==> src/rtl/lfsr.sv <==
// ----------------------------------------------------------------------------
// lfsr -- Fibonacci-form linear feedback shift register, shifting left.
//
// Each rising clk edge with reset low moves the state one step:
//   next = {data[WIDTH-2:0], fb}
// fb is the XOR of every state bit selected by TAPS. With the default
// parameters this gives the maximal-length 255-state sequence starting at 8'h8A.
//
// Ports
//   clk   : input,  single clock; all state changes happen on its rising edge
//   reset : input,  synchronous active-high; loads SEED and overrides shifting
//   data  : output, WIDTH bits, current state taken straight from the register
//
// Parameters
//   WIDTH : register width (8 is the supported value)
//   SEED  : value loaded by reset and by the lock-up guard (must be nonzero)
//   TAPS  : feedback tap mask (bit i set => state bit i feeds the XOR)
// ----------------------------------------------------------------------------
module lfsr #(
  parameter int               WIDTH = 8,
  parameter logic [WIDTH-1:0] SEED  = 8'h8A,
  parameter logic [WIDTH-1:0] TAPS  = 8'hB8
) (
  input  logic             clk,
  input  logic             reset,
  output logic [WIDTH-1:0] data
);

  logic [WIDTH-1:0] state_reg;
  logic [WIDTH-1:0] state_next;
  logic             fb;

  // Running XOR across the tapped bits. Element i holds the parity of all
  // selected bits at positions 0..i, so the last element is the feedback bit.
  logic [WIDTH-1:0] tap_chain;

  generate
    for (genvar gi = 0; gi < WIDTH; gi++) begin : g_tap
      if (gi == 0) begin : g_first
        assign tap_chain[gi] = state_reg[gi] & TAPS[gi];
      end else begin : g_rest
        assign tap_chain[gi] = tap_chain[gi-1] ^ (state_reg[gi] & TAPS[gi]);
      end
    end
  endgenerate

  assign fb = tap_chain[WIDTH-1];

  // All-zero is the single state the XOR feedback can never leave. If the
  // register ever reaches it (X resolution, a force), reload SEED rather than
  // shifting. From any nonzero state the shift produces a nonzero successor,
  // so this path never fires in normal operation.
  always_comb begin
    state_next = {state_reg[WIDTH-2:0], fb};
    if (state_reg == '0) begin
      state_next = SEED;
    end
  end

  always_ff @(posedge clk) begin
    if (reset) begin
      state_reg <= SEED;
    end else begin
      state_reg <= state_next;
    end
  end

  // The output is the register itself, so a new state is visible right after
  // the edge that produces it.
  assign data = state_reg;

endmodule

==> config.mk <==
export PLATFORM = sky130hd
export DESIGN_NAME = lfsr
export DESIGN_NICKNAME = d
export VERILOG_FILES = /design/src/rtl/lfsr.sv
export SDC_FILE = /design/constraint.sdc
export NUM_CORES = 1
export LEC_CHECK = 0
export BUFFER_PORTS_ARGS = -buffer_cell sky130_fd_sc_hd__buf_4
export CAP_MARGIN = 30
export CELL_PAD_IN_SITES_DETAIL_PLACEMENT = 1
export CELL_PAD_IN_SITES_GLOBAL_PLACEMENT = 2
export CORE_AREA = 2 2 39 41
export DETAILED_ROUTE_END_ITERATION = 12
export DIE_AREA = 0 0 41 43
export PLACE_DENSITY_LB_ADDON = 0.05
export SLEW_MARGIN = 0
export SYNTH_ARGS = -nofsm -noshare
export SYNTH_HDL_FRONTEND = slang
export SYNTH_SLANG_ARGS = --single-unit
==> constraint.sdc <==
create_clock -name clk -period 0.85 [get_ports clk]
set_input_delay 0.0425 -clock clk [delete_from_list [all_inputs] [get_ports clk]]
set_output_delay 0.0425 -clock clk [all_outputs]
set_load 0.005 [all_outputs]
Word level (Yosys, flattened, before mapping)
Index checks and enable logic that the tools add are counted.
Operators by class
  bitwise gates (word level): 3
  reductions and logical operators: 2
Operator list (count)
  logical NOT 8 bit: 1
  bitwise XOR 1 bit: 3
  OR reduction 2 bit: 1
Word-level totals
  bits in registers: 8
  bits of input ports: 2
  output and inout port bits: 8
  word-level logic and storage cells: 6

Longest topological paths before layout
  depth after elaboration: 3
  mapped depth: 3
  mapped depth without buffers: 3

Worst setup path after synthesis
OpenSTA, ideal clock, no wires.
  path kind: reg2reg
  start point: register state_reg[3], in the netlist data[3]
  end point: register state_reg[7], in the netlist data[7]
  library setup time: 0.087 ns
  arrival time: 0.742 ns
  required time: 0.763 ns
  path slack: 0.021 ns
  cell stages (with the launch flop): 4
  path buffers: 0
  period minus slack after synthesis: 0.829 ns
  cell sequence: dfxtp_1 nor3_2 nand2_1 o31ai_1
On the way
  longest elaborated chain between the ends: 2
RTL lines
  start, declared: RTL line 29  | logic [WIDTH-1:0] state_reg;
  start signal, assigned: RTL line 64  | state_reg <= state_next;
  logical NOT 8 bit: RTL line 55  | if (state_reg == '0) begin
  OR reduction 2 bit (no line)
Every way passes these cells.
A chain may end at the register's enable or synchronous reset.

Worst setup path after layout
  start point: register state_reg[7], in the netlist data[7]
  end point: register state_reg[1], in the netlist data[1]
Same word-level chain as after synthesis.

==> metrics list <==
- Relative contribution of the clock network to total power: between 30% and 40%
* TritonCTS clock tree: done
* Post-CTS setup buffer count: 0
- The number of different library cells used by synthesis comes to 7.
- Via total after detailed routing: roughly 230
- Dividing the final minimum period by the clock period gives 112%.
* RSZ-0062 raised after global routing: yes
- The die covers between 1500 and 2000 µm².
- For this block, the routed nets add up to 643 µm of wire.
- Of the post-synthesis cell area, the dominant cell type holds about three fifths.
- The multi-input combinational cells in the finished layout cover a total of 138 µm².
- STA classifies the critical path startpoint as a flip-flop.
- The register with the most flip-flops in the layout has 8 of them.
* Max clock buf depth: 2
* Hold WC Path Type: in -> reg
- In this run the static leakage power is around 0.00019 µW.
- Global routing usage summed across all routing layers: between 8 and 9%
* Power share of the combinational group: a little under a fifth
- Seq/Total Area, Yosys: roughly 60%
* Area used by sequential logic in the layout: around 180 µm²
- CTS root buf: clkbuf_4
- Total count of max-transition violations in the final report: 0
- CTS saw 8 sinks.
* Remaining max-slew budget at the tightest pin: between 80% and 90%
* Reg2Reg Setup Slack: -0.1 ns
- Final hold vios: 0
- Number of clock buffers inserted by TritonCTS: 3
- Average cell area after synthesis: approximately 11 µm²
- Synthesis handed over a netlist of 25 instances.
- Critical Path RT: 1.01 ns
- Die Span X: 41 µm
* Initial standard-cell utilization of the core: between 10% and 20%
- Detailed placement ended at an HPWL of between 400 and 500 µm.
* Transition time at the pin with the least slew margin: approximately 0.18 ns
- Share of synthesized cell area in and, or, nand and nor gates: between 20 and 25%
* Final antenna diode count: 0
- The tool flagged a number of max-cap violations equal to 0.
* RD Place Congestion: 0.594
- Of the total power, the share spent switching nets is between 20% and 30%.
* Max frequency: 1050 MHz
* H-Tree Level Count: 1
* First-iteration detailed-routing DRC count: 0
* Compound-Gate Fraction of Synth Area: ~8.5%
- Status: finished, violations left
- The via count of the first global-routing pass came to 210.
* Maximum number of pins on one net before global-route repair: 9
* Power density normalized to cell area: between 2000 and 2500 nW/µm²
- The internal portion of the total power is 700 µW.
- Sequential cells account for 50.4% of the total power.
- Endpoint type of the worst setup path: flip-flop
- Adder-cell share of the synthesized area: 0%
- The cell area that synthesis handed to floorplanning was between 200 and 300 µm².
* Multiplexer share of the synthesized area: 0%
- In this run the power spent charging and discharging nets is around 230 µW.
- Of the total synthesized cell area, the portion taken by XOR and XNOR cells is 9.86%.
* IO Count: 10
- Proportion of layout cells with a drive suffix above 1: a little over 70%
- Util after Layout: approximately 33%
* Cell type with the highest aggregate area in the netlist: dfxtp_1
* Number of rows created at floorplan: 14
* Number of iterations in the first detailed-routing pass: 1
- After detailed routing, the number of vias per cell comes to between 4 and 5.
* Core Region: around 1400 µm²
- Clock-pin slew was measured on the worst setup and hold paths at 0.05 ns.
- Detail-routed net length per standard cell: approximately 11 µm
- Setup skew after layout: around 0.0026 ns
- The setup path with the least slack is of type reg -> reg.
* Total nets after synthesis: 27
- Insertion delay of the later-clocked pin in the worst-skew pair: 0.25 ns
- Yosys printed 0 warnings.
- Antenna-violating nets left: 0
* Flops & latches, synth: 8
- FILL cells: around 170
- Remaining DRCs: 0
- Data arrives at the worst endpoint at about 1.1 ns.
- Post-route cell area: around 460 µm²
- Signed area change from the synthesized netlist to the final layout: 72.8%
- Die H: approximately 43 µm
* Setup violators final: 5
- The final reports fail on setup timing.
- After global routing the overflow that remains totals 0.
* Worst IR Drop VDD: around 0.80 mV
- Maximum fanout encountered on the critical timing path: 3
- Once placement finished, the instance area stood at approximately 380 µm².
- The first global-routing pass estimated 897 µm of wire.
- Ranking of synthesized cells by area: dfxtp_1 (60%), xnor2_1 (9.9%), nor2b_1 (9.4%)
* Post-layout nets: 44
* IO Port Bufs: 9
* Initial antenna violation count: 0
* Main combinational cell family by area after synthesis: simple AND/OR/NAND/NOR gates
- Counting I/O delays and the setup requirement, the final critical path takes between 0.9 and 1 ns.
- Minimum setup slack in the final design: -0.0982 ns
## critical path, stage by stage (launching register included)
cell     delay [ns]
dfxtp_4        0.36
nor3_4         0.19
nand2_2        0.10
o31ai_2        0.22
## cells in the final DEF, fill, tap and decap left out
master / n
nor3_4: 1
nor2_1: 5
nor2b_1: 4
buf_4: 8
dfxtp_2: 6
xnor2_1: 2
dfxtp_4: 2
clkbuf_4: 3
buf_6: 4
nand2_2: 1
xnor2_2: 1
o31ai_2: 3
## final timing paths
kind / startpoint / end / depth (start not counted)
setup / recovery: data[7] / data[1] / 3
hold / removal: reset / data[5] / 2
setup reg to reg: data[7] / data[1] / 3
hold reg to reg: data[6] / data[1] / 1
## logic make-up (layout without fill, tap and decap cells)
logic type,Yosys count,in the layout
buf+inv,0,15
flops,8,8
simple gates,11,11
compound gates,3,3
xor+xnor,3,3
## cell usage after synthesis
cell type / number
dfxtp_1: 8
nand2_1: 1
nor2_1: 5
nor2b_1: 4
nor3_2: 1
o31ai_1: 3
xnor2_1: 3
## timing repair
action / 4_1_cts / 5_1_grt
pin swaps: 0 / 3
gates resized for setup: 6 / 14
setup endpoints to repair: 7 / 7
hold buffers: 0 / 0
## per-stage QoR
step / setup TNS [ns] / setup slack (ns) / hold WS, ns / power, µW / cells
detailed placement: -0.169 / -0.0666 / 0.282 / 608 / 53
finish: -0.312 / -0.0982 / 0.00990 / 930 / 56
global placement: -0.237 / -0.123 / 0.281 / 606 / 53
floorplan: 0 / 0.0211 / 0.114 / 510 / 25
global route: -0.563 / -0.162 / 0.0176 / 978 / 56
CTS: -0.323 / -0.0795 / 0.00873 / 906 / 56
## power by group through the flow
stage	Clock, µW	Combinational, µW	Sequential (µW)
6_report	282	178	469
5_1_grt	307	195	476
4_1_cts	294	156	457
3_5_place_dp	0	150	458
3_3_place_gp	0	150	456
2_1_floorplan	0	54.3	456
## layer usage
metal  global-route usage, %  up-vias  part of all wire, %
li1                        -      114                    -
met1                    9.42      108                   42
met2                    10.9        8                   50
met3                    3.14        2                  6.7
met4                    8.00        0                 0.78
met5                       0        -                    0
## layout make-up
cell class / instances / share of cell area (%)
multi-input cells: 17 / 29.9
well taps: 16 / 4.35
clock buffers: 3 / 4.89
flip-flops and latches: 8 / 38.0
repair buffers: 12 / 22.8
No activity file was read; power rests on OpenSTA's default activity.
